## config.mk

```make
export PLATFORM = sky130hd
export DESIGN_NAME = cic_decimator
export DESIGN_NICKNAME = d
export VERILOG_FILES = /design/src/rtl/cic_decimator.sv
export SDC_FILE = /design/constraint.sdc
export NUM_CORES = 1
export LEC_CHECK = 0
export CORE_MARGIN = 10
export CORE_UTILIZATION = 55
export DETAILED_ROUTE_END_ITERATION = 8
export PLACE_DENSITY = 0.71
export RECOVER_POWER = 100
export SLEW_MARGIN = 20
export SYNTH_ARGS = -nofsm -noshare
export SYNTH_HDL_FRONTEND = slang
export SYNTH_SLANG_ARGS = --single-unit
```

## constraint.sdc

```tcl
create_clock -name clk -period 5.43 [get_ports clk]
set_input_delay 1.086 -clock clk [delete_from_list [all_inputs] [get_ports clk]]
set_output_delay 1.086 -clock clk [all_outputs]
set_load 0.005 [all_outputs]
```

## src/rtl/cic_decimator.sv

```systemverilog
`default_nettype none
// ============================================================================
// Module      : cic_decimator
// Description : Multi-channel CIC (Hogenauer) decimator for 1-bit PDM /
//               sigma-delta bitstreams. N integrators at the input rate, one
//               shared phase counter, N combs at the output rate, then a
//               round / saturate / format stage. Warm-up frames are blanked.
// Revision    : 1.0 - initial release
// ============================================================================
module cic_decimator #(
  parameter int CH         = 2,
  parameter int N          = 3,
  parameter int DEC_LOG2   = 5,
  parameter int OUT_W      = 8,
  parameter int OUT_SIGNED = 1
) (
  input  logic                clk,
  input  logic                rst_n,
  input  logic [CH-1:0]       in,
  input  logic                in_en,
  output logic [CH*OUT_W-1:0] out,
  output logic                out_valid,
  output logic [CH-1:0]       sat
);

  // Accumulator width covers the full CIC gain plus sign and one guard bit.
  localparam int ACC_W  = N * DEC_LOG2 + 2;
  // Right-shift that maps the comb output onto OUT_W bits.
  localparam int S      = N * DEC_LOG2 - OUT_W + 1;
  // Width of the rounded/shifted value: always one bit wider than the output.
  localparam int R_W    = OUT_W + 1;
  localparam int WARM_W = $clog2(N + 1);

  localparam logic [DEC_LOG2-1:0] PHASE_LAST = '1;
  localparam logic [WARM_W-1:0]   WARM_DONE  = WARM_W'(N);
  localparam logic [OUT_W-1:0]    MSB_MASK   = OUT_W'(1) << (OUT_W - 1);
  // XOR mask applied after saturation; also the reset value (zero code).
  localparam logic [OUT_W-1:0]    INV_MASK   = (OUT_SIGNED != 0) ? '0 : MSB_MASK;

  generate
    if (N < 1 || DEC_LOG2 < 1 || N * DEC_LOG2 < OUT_W - 1) begin : g_bad_params
      $error("cic_decimator: illegal parameter set (N=%0d DEC_LOG2=%0d OUT_W=%0d)",
             N, DEC_LOG2, OUT_W);
    end
  endgenerate

  // --------------------------------------------------------------------------
  // Shared timing: phase counter, frame pipeline flags, warm-up counter
  // --------------------------------------------------------------------------
  logic [DEC_LOG2-1:0] phase_q, phase_d;
  logic                frame1_q, frame1_d;   // comb stage evaluates this edge
  logic                frame2_q, frame2_d;   // output stage evaluates this edge
  logic [WARM_W-1:0]   warm_q, warm_d;
  logic                out_valid_q, out_valid_d;
  logic                out_fire;

  // Next-state for phase, frame flags and warm-up blanking.
  always_comb begin
    phase_d     = phase_q;
    frame1_d    = 1'b0;
    frame2_d    = frame1_q;
    warm_d      = warm_q;
    out_fire    = 1'b0;
    if (in_en) begin
      phase_d  = phase_q + 1'b1;
      frame1_d = (phase_q == PHASE_LAST);
    end
    if (frame2_q) begin
      if (warm_q == WARM_DONE) begin
        out_fire = 1'b1;
      end else begin
        warm_d = warm_q + 1'b1;
      end
    end
    out_valid_d = out_fire;
  end

  // Shared timing registers.
  always_ff @(posedge clk or negedge rst_n) begin
    if (!rst_n) begin
      phase_q     <= '0;
      frame1_q    <= 1'b0;
      frame2_q    <= 1'b0;
      warm_q      <= '0;
      out_valid_q <= 1'b0;
    end else begin
      phase_q     <= phase_d;
      frame1_q    <= frame1_d;
      frame2_q    <= frame2_d;
      warm_q      <= warm_d;
      out_valid_q <= out_valid_d;
    end
  end

  assign out_valid = out_valid_q;

  // --------------------------------------------------------------------------
  // Per-channel datapath
  // --------------------------------------------------------------------------
  genvar c;
  generate
    for (c = 0; c < CH; c++) begin : g_ch
      logic [ACC_W-1:0] integ_q [N];
      logic [ACC_W-1:0] integ_d [N];
      logic [ACC_W-1:0] dly_q   [N];
      logic [ACC_W-1:0] dly_d   [N];
      logic [ACC_W-1:0] comb_q, comb_d;
      logic [R_W-1:0]   scaled;
      logic [OUT_W-1:0] clip;
      logic [OUT_W-1:0] word_q, word_d;
      logic             sat_q, sat_d;
      logic             over;

      // Integrator cascade; each stage adds the freshly updated previous stage.
      always_comb begin
        for (int k = 0; k < N; k++) begin
          integ_d[k] = integ_q[k];
        end
        if (in_en) begin
          integ_d[0] = integ_q[0] + (in[c] ? ACC_W'(1) : {ACC_W{1'b1}});
          for (int k = 1; k < N; k++) begin
            integ_d[k] = integ_q[k] + integ_d[k-1];
          end
        end
      end

      // Comb cascade on the frame edge; delay registers only move on frames.
      always_comb begin : p_comb
        logic [ACC_W-1:0] stage_v;
        stage_v = integ_q[N-1];
        comb_d  = comb_q;
        for (int k = 0; k < N; k++) begin
          dly_d[k] = dly_q[k];
        end
        if (frame1_q) begin
          for (int k = 0; k < N; k++) begin
            dly_d[k] = stage_v;
            stage_v  = stage_v - dly_q[k];
          end
          comb_d = stage_v;
        end
      end

      // Round-half-up then arithmetic shift; floor is just dropping low bits.
      if (S > 0) begin : g_round
        localparam logic [ACC_W-1:0] RND = ACC_W'(1) << (S - 1);
        logic [ACC_W-1:0] rounded;
        logic [S-1:0]     unused_frac;
        assign rounded     = comb_q + RND;
        assign scaled      = rounded[ACC_W-1:S];
        assign unused_frac = rounded[S-1:0];
      end else begin : g_exact
        assign scaled = comb_q;
      end

      // Clip when the two top bits disagree, then apply output format.
      always_comb begin
        over   = (scaled[R_W-1] != scaled[R_W-2]);
        clip   = scaled[OUT_W-1:0];
        word_d = word_q;
        sat_d  = sat_q;
        if (over) begin
          clip = scaled[R_W-1] ? MSB_MASK : ~MSB_MASK;
        end
        if (out_fire) begin
          word_d = clip ^ INV_MASK;
          sat_d  = over;
        end
      end

      // Per-channel state registers.
      always_ff @(posedge clk or negedge rst_n) begin
        if (!rst_n) begin
          for (int k = 0; k < N; k++) begin
            integ_q[k] <= '0;
            dly_q[k]   <= '0;
          end
          comb_q <= '0;
          word_q <= INV_MASK;
          sat_q  <= 1'b0;
        end else begin
          for (int k = 0; k < N; k++) begin
            integ_q[k] <= integ_d[k];
            dly_q[k]   <= dly_d[k];
          end
          comb_q <= comb_d;
          word_q <= word_d;
          sat_q  <= sat_d;
        end
      end

      assign out[c*OUT_W +: OUT_W] = word_q;
      assign sat[c]                = sat_q;
    end
  endgenerate

endmodule
`default_nettype wire

```

======== After elaboration in Yosys (flattened, before gate mapping) ========
Index checks and enable logic that the tools add are counted.
cells by class
  $add $sub $neg .......................... 16
  $mul .................................... 0
  div/mod/pow operators ................... 0
  order comparisons ....................... 0
  equal/unequal tests ..................... 4
  shifts and indexed selects .............. 0
  mux-type cells .......................... 9
  bitwise operators ....................... 1
  reduce and logical (&&, ||, !) cells .... 1
operators by type and width
  kind                                           count
  adder 17 bit                                   6
  subtractor 17 bit                              6
  adder 17 x 8 -> 17 bit, second input constant  2
  2-to-1 mux 17 bit                              2
  2-to-1 mux 8 bit                               4
  adder 5 x 1 -> 5 bit, second input constant    1
  equality test 5 bit, second input constant     1
  2-to-1 mux 1 bit                               3
  adder 2 x 1 -> 2 bit, second input constant    1
  equality test 2 bit, second input constant     1
  inequality test 1 bit                          2
  AND reduction 2 bit                            1
  NOT 1 bit                                      1
word-level totals
  register bits after elaboration ......... 266
  bits in latches ......................... 0
  memory bits (writable) .................. 0
  ROM bits ................................ 0
  input bits .............................. 5
  output and inout bits ................... 19
  logic and storage cells ................. 54
  memories kept ........................... 0

======== Longest topological paths before layout ========
  depth in word-level cells ............... 4
  gate-level depth with buffers ........... 26
  depth with buffers taken out ............ 26

======== Least setup slack after synthesis ========
OpenSTA, ideal clock, no wires.
  path type ............................... in2reg
  start ................................... input in[1]
  end ..................................... register g_ch[1].integ_q[15] (netlist name)
  library setup time ...................... 0.125 ns
  arrival ................................. 5.737 ns
  required time ........................... 5.305 ns
  slack ................................... -0.432 ns
  cell stages on the path ................. 21
  buffers on the path ..................... 0
  cell sequence ........................... inv_1 fa_1 a211o_1 o211ai_1 a21oi_1 a21oi_1 xnor2_1 ha_1 and3_1 a211oi_1 o21ai_0 xnor2_1 ha_1 a21o_1 or3_1 a311o_1 a31oi_2 o21bai_1 a21o_1 xor2_1 mux2_2
between the ends
  longest elaborated chain between the ends .. 4
ends and longest elaborated chain
  element                          line  text
  from (decl)                      19    input logic [CH-1:0] in,
  2-to-1 mux 17 bit                120   integ_d[0] = integ_q[0] + (in[c] ? ACC_W'(1) : {ACC_W{1'b1}});
  adder 17 bit                     120
  adder 17 bit (2 in a row)        122   integ_d[k] = integ_q[k] + integ_d[k-1];
  to (signal, indexed assignment)  183   integ_q[k] <= integ_d[k];
  to (decl)                        103   logic [ACC_W-1:0] integ_q [N];
No other way between the ends.
A chain may end at the register's enable or synchronous reset.

======== Final worst setup path ========
Ends and elaborated chain as after synthesis.

==> qor.txt <==
RUN STATUS
---------------------------------------------------------------------------------
Run status                                                           finished with violations
Failing checks                                                       max-capacitance violations, max-slew violations

TIMING
---------------------------------------------------------------------------------
RSZ-0062 raised after global routing                                         true
Final cycle utilization of the critical path                                96.1%
Pin slew with the least headroom to its limit                             2610 ps
Worst relative slew slack                                                  -74.1%
Worst setup skew after layout                                             11.9 ps
Final Worst Setup Slack                                                    212 ps
Final setup fails                                                               0
Hold violation total from the final report                                      0
Fmax                                                                    0.192 GHz
Post-layout minimum cycle time                                            5220 ps
Slew Viols, Final                                                             214

CELLS AND AREA
---------------------------------------------------------------------------------
Layout net count                                                             2299
Layout area overhead                                                        20.4%
Number of antenna cells inserted                                                0
Share of layout cells above drive strength 1                                21.7%

DETAILED ROUTING
---------------------------------------------------------------------------------
Post-DRT Antenna Nets                                                           0
Routed WL per cell                                                        13.9 um
Vias                                                                        13682
Initial DRC Count                                                             651
Total iterations of the first detailed-routing run                              5
Via density per instance                                                     5.45
Final routed DRC violation total                                                0
DRT Wirelength                                                            34.8 mm

FLOORPLAN
---------------------------------------------------------------------------------
Starting utilization of the core area                                       55.9%
Area of the die                                                        39700 um^2
Die Height                                                                 199 um
Horizontal die dimension                                                   199 um
Placement row count                                                            65
Placeable core area                                                    31600 um^2
Number of top-level design ports                                               24

SETUP PATH
---------------------------------------------------------------------------------
Worst Setup Start Kind                                                  input pin
Critical Path Sink Type                                                 flip-flop
Max Fanout on Critical Path                                                     4
Worst reg2reg path startpoint                                        g_ch[1].integ_q[0]
Reg2reg end                                                          g_ch[1].comb_q[16]
Setup slack, reg-to-reg                                                    280 ps
Launching element of the worst setup path                                   in[1]
Critical path required time                                               5860 ps
Critical Path AT                                                          5650 ps
Type of the setup path with the least slack                          input pin to flip-flop
Number of cell instances on the worst register-to-register path                23

CTS
---------------------------------------------------------------------------------
Cell at the root of the clock tree                                   sky130_fd_sc_hd__clkbuf_16
Clk pin slew, worst setup/hold paths                                        60 ps
Maximum level of the CTS H-tree                                                 1
Inserted Clock Buffers                                                         30
TritonCTS clock tree                                                        built
Max Buffers Root-to-Sink                                                        3
Clock latency of the later-clocked register in the worst-skew pair         550 ps
Sink Count                                                                    252

MIN PATH
---------------------------------------------------------------------------------
Hold path endpoint                                                   g_ch[1].word_q[4]
Worst hold path cell count                                                      2
Min-Delay Path Class                                                 flip-flop to flip-flop
Startpoint of the most critical hold path                            g_ch[1].word_q[4]

SYNTHESIS
---------------------------------------------------------------------------------
FF+latch count, synth                                                         252
Share of synthesized flip-flops with an asynchronous set or reset            100%
Syn Nets                                                                     2085
Library cell with the largest summed area after synthesis            sky130_fd_sc_hd__dfrtp_1
Post-Syn Area per Cell                                                  9.45 um^2
Fraction of post-synthesis cell area in the top cell type by area           35.6%
Most instantiated flip-flop cell in the synthesis netlist            sky130_fd_sc_hd__dfrtp_1
Number of distinct library cells after synthesis                               67
Gate Count Post-Synth                                                        1872
Warnings from Yosys                                                             0
Count of flip-flops with a built-in enable after synthesis                      0
Sequential area share after synthesis                                       35.6%
Top post-synthesis cells by area                                     sky130_fd_sc_hd__dfrtp_1 (36%), sky130_fd_sc_hd__ha_1 (14%), sky130_fd_sc_hd__mux2_2 (7.5%)
Netlist area before placement                                          17700 um^2

GLOBAL ROUTING
---------------------------------------------------------------------------------
Remaining Overflow, GRT                                                         0
Number of global-route vias before repair                                   13603
First-pass GRT wire length                                                60.4 mm
Antenna violations before repair                                                0
Global-route usage over all layers                                          17.5%
Pin count of the biggest net entering global routing                          206

PLACED DESIGN
---------------------------------------------------------------------------------
# port buffers                                                                 23
Pre-CTS setup slack                                                       -858 ps
Final HPWL from detailed placement                                        24.7 mm
Final GP Congestion                                                         0.836

RUN
---------------------------------------------------------------------------------
Maximum Capacitance Violations                                                  3

==> flip-flops by register name, indices dropped and copies added (netlist names) <==
| name | count |
|---|---|
| g_ch.dly_q | 102 |
| g_ch.integ_q | 102 |
| g_ch.comb_q | 20 |
| g_ch.word_q | 16 |
| phase_q | 5 |
| g_ch.sat_q | 2 |
| warm_q | 2 |
| frame1_q | 1 |
| frame2_q | 1 |
| out_valid | 1 |
==> routing by layer <==
| metal | up-vias | GRT usage [%] | part of all wire (%) |
|---|---|---|---|
| li1 | 7004 | - | - |
| met1 | 6469 | 22.8 | 48 |
| met2 | 164 | 30.2 | 47 |
| met3 | 45 | 2.24 | 3.3 |
| met4 | 0 | 4.29 | 1.7 |
| met5 | - | 0 | 0 |
==> timing repair <==
action	4_1_cts	5_1_grt
resized for setup	20	69
pin swaps	12	44
setup endpoints to repair	6	11
setup buffers	4	10
hold buffers	0	0
==> synthesized netlist by cell type (4+ instances only) <==
cell / count
sky130_fd_sc_hd__dfrtp_1: 252
sky130_fd_sc_hd__ha_1: 198
sky130_fd_sc_hd__nand2_1: 175
sky130_fd_sc_hd__inv_1: 157
sky130_fd_sc_hd__o21ai_0: 147
sky130_fd_sc_hd__xnor2_1: 130
sky130_fd_sc_hd__a21oi_1: 122
sky130_fd_sc_hd__mux2_2: 118
sky130_fd_sc_hd__nor2_1: 105
sky130_fd_sc_hd__a21o_1: 49
sky130_fd_sc_hd__xor2_1: 46
sky130_fd_sc_hd__nand3_1: 39
sky130_fd_sc_hd__clkbuf_1: 33
sky130_fd_sc_hd__o21bai_1: 26
sky130_fd_sc_hd__nor3_1: 24
sky130_fd_sc_hd__o21a_1: 18
sky130_fd_sc_hd__nand2b_1: 17
sky130_fd_sc_hd__and3_1: 16
sky130_fd_sc_hd__nor2b_1: 16
sky130_fd_sc_hd__o31ai_1: 16
sky130_fd_sc_hd__a211oi_1: 12
sky130_fd_sc_hd__and2_1: 11
sky130_fd_sc_hd__a211o_1: 10
sky130_fd_sc_hd__fa_1: 10
sky130_fd_sc_hd__a31oi_1: 9
sky130_fd_sc_hd__buf_1: 9
sky130_fd_sc_hd__or3_1: 9
sky130_fd_sc_hd__nand4_1: 8
sky130_fd_sc_hd__a31o_2: 6
sky130_fd_sc_hd__mux2i_1: 5
sky130_fd_sc_hd__nor3b_1: 5
sky130_fd_sc_hd__o211ai_1: 5
sky130_fd_sc_hd__a21boi_0: 4
sky130_fd_sc_hd__a21oi_2: 4
sky130_fd_sc_hd__and4_1: 4
sky130_fd_sc_hd__maj3_1: 4
sky130_fd_sc_hd__o311ai_0: 4
==> cells in the final DEF (no fill, tap or decap), types with 7 or more instances in the layout <==
master | netlist | layout
sky130_fd_sc_hd__and3_1 | 16 | 15
sky130_fd_sc_hd__nor2_1 | 105 | 103
sky130_fd_sc_hd__clkdlybuf4s50_1 | 0 | 19
sky130_fd_sc_hd__xor2_1 | 46 | 44
sky130_fd_sc_hd__o31ai_1 | 16 | 16
sky130_fd_sc_hd__inv_1 | 157 | 155
sky130_fd_sc_hd__a21oi_2 | 4 | 15
sky130_fd_sc_hd__o21bai_1 | 26 | 26
sky130_fd_sc_hd__nor2b_1 | 16 | 16
sky130_fd_sc_hd__a211oi_1 | 12 | 7
sky130_fd_sc_hd__a21o_1 | 49 | 49
sky130_fd_sc_hd__o21a_1 | 18 | 18
sky130_fd_sc_hd__mux2_2 | 118 | 117
sky130_fd_sc_hd__and2_1 | 11 | 10
sky130_fd_sc_hd__nand2_1 | 175 | 175
sky130_fd_sc_hd__nand2b_1 | 17 | 17
sky130_fd_sc_hd__nand4_1 | 8 | 8
sky130_fd_sc_hd__or3_1 | 9 | 9
sky130_fd_sc_hd__o21ai_0 | 147 | 134
sky130_fd_sc_hd__dfrtp_1 | 252 | 251
sky130_fd_sc_hd__clkbuf_16 | 0 | 31
sky130_fd_sc_hd__o21ai_1 | 3 | 12
sky130_fd_sc_hd__buf_4 | 2 | 199
sky130_fd_sc_hd__a211o_1 | 10 | 10
sky130_fd_sc_hd__xnor2_1 | 130 | 126
sky130_fd_sc_hd__a31oi_1 | 9 | 8
sky130_fd_sc_hd__ha_1 | 198 | 187
sky130_fd_sc_hd__a21oi_1 | 122 | 111
sky130_fd_sc_hd__nand3_1 | 39 | 38
sky130_fd_sc_hd__nor3_1 | 24 | 20
sky130_fd_sc_hd__bufinv_16 | 0 | 7
==> how the worst max path moves through the flow <==
stage,slack (ps),cells past startpoint,endpoint
detailed placement,-860,24,g_ch[1].integ_q[16]
global placement,-670,24,g_ch[1].integ_q[16]
finish,210,23,g_ch[1].integ_q[15]
global route,-60,23,g_ch[1].integ_q[15]
floorplan,-150,21,g_ch[1].integ_q[15]
CTS,30,23,g_ch[1].integ_q[15]
==> stage by stage <==
step / setup TNS, ps / area, um^2 / cells / hold WS (ps) / util [%]
detailed placement: -8300 / 19700 / 2442 / 460 / 62.4
CTS: 0 / 21000 / 2502 / 479 / 66.2
global route: -122 / 21300 / 2512 / 491 / 67.3
finish: 0 / 21300 / 2512 / 473 / 67.3
floorplan: -285 / 17700 / 1872 / 352 / -
global placement: -5900 / 19700 / 2442 / 456 / 62.4
==> area by class of cell <==
type	instances	area (um^2)
clock buffer	41	873
clock inverter	15	255
fill	2400	10300
inverter	158	601
multi-input combinational	1418	11000
sequential	252	6310
tap	402	503
timing repair buffer	226	1770
==> cells by family (layout without fill, tap and decap cells) <==
family	count (synthesis)	in the layout	share of synthesized area (%)
buffers and inverters	202	440	4.33
AND/OR/NAND/NOR	439	439	11.3
multiplexers	123	123	7.79
flip-flops	252	252	35.6
AO/OA/AOI/OAI	464	464	16.3
adder cells (fa/ha/maj)	212	212	15.4
XOR/XNOR	180	180	9.23
==> critical path, stage by stage <==
cell and delay [ps]:
sky130_fd_sc_hd__buf_8 70, sky130_fd_sc_hd__clkinvlp_4 170, sky130_fd_sc_hd__fa_2 400, sky130_fd_sc_hd__a211o_1 270
sky130_fd_sc_hd__o211ai_1 160, sky130_fd_sc_hd__nand2b_1 130, sky130_fd_sc_hd__a21oi_2 180, sky130_fd_sc_hd__xnor2_2 100
sky130_fd_sc_hd__ha_2 190, sky130_fd_sc_hd__or4_4 540, sky130_fd_sc_hd__o21ai_4 200, sky130_fd_sc_hd__o21bai_1 80
sky130_fd_sc_hd__a21oi_1 160, sky130_fd_sc_hd__xnor2_1 110, sky130_fd_sc_hd__ha_2 190, sky130_fd_sc_hd__a21o_1 180
sky130_fd_sc_hd__or3_1 310, sky130_fd_sc_hd__a311o_1 290, sky130_fd_sc_hd__a31oi_2 160, sky130_fd_sc_hd__o21bai_1 80
sky130_fd_sc_hd__a21o_1 190, sky130_fd_sc_hd__xor2_1 140, sky130_fd_sc_hd__mux2_4 250
Power is not shown: default switching activity piles up to over one toggle a cycle in this logic, so the estimate is an artifact.
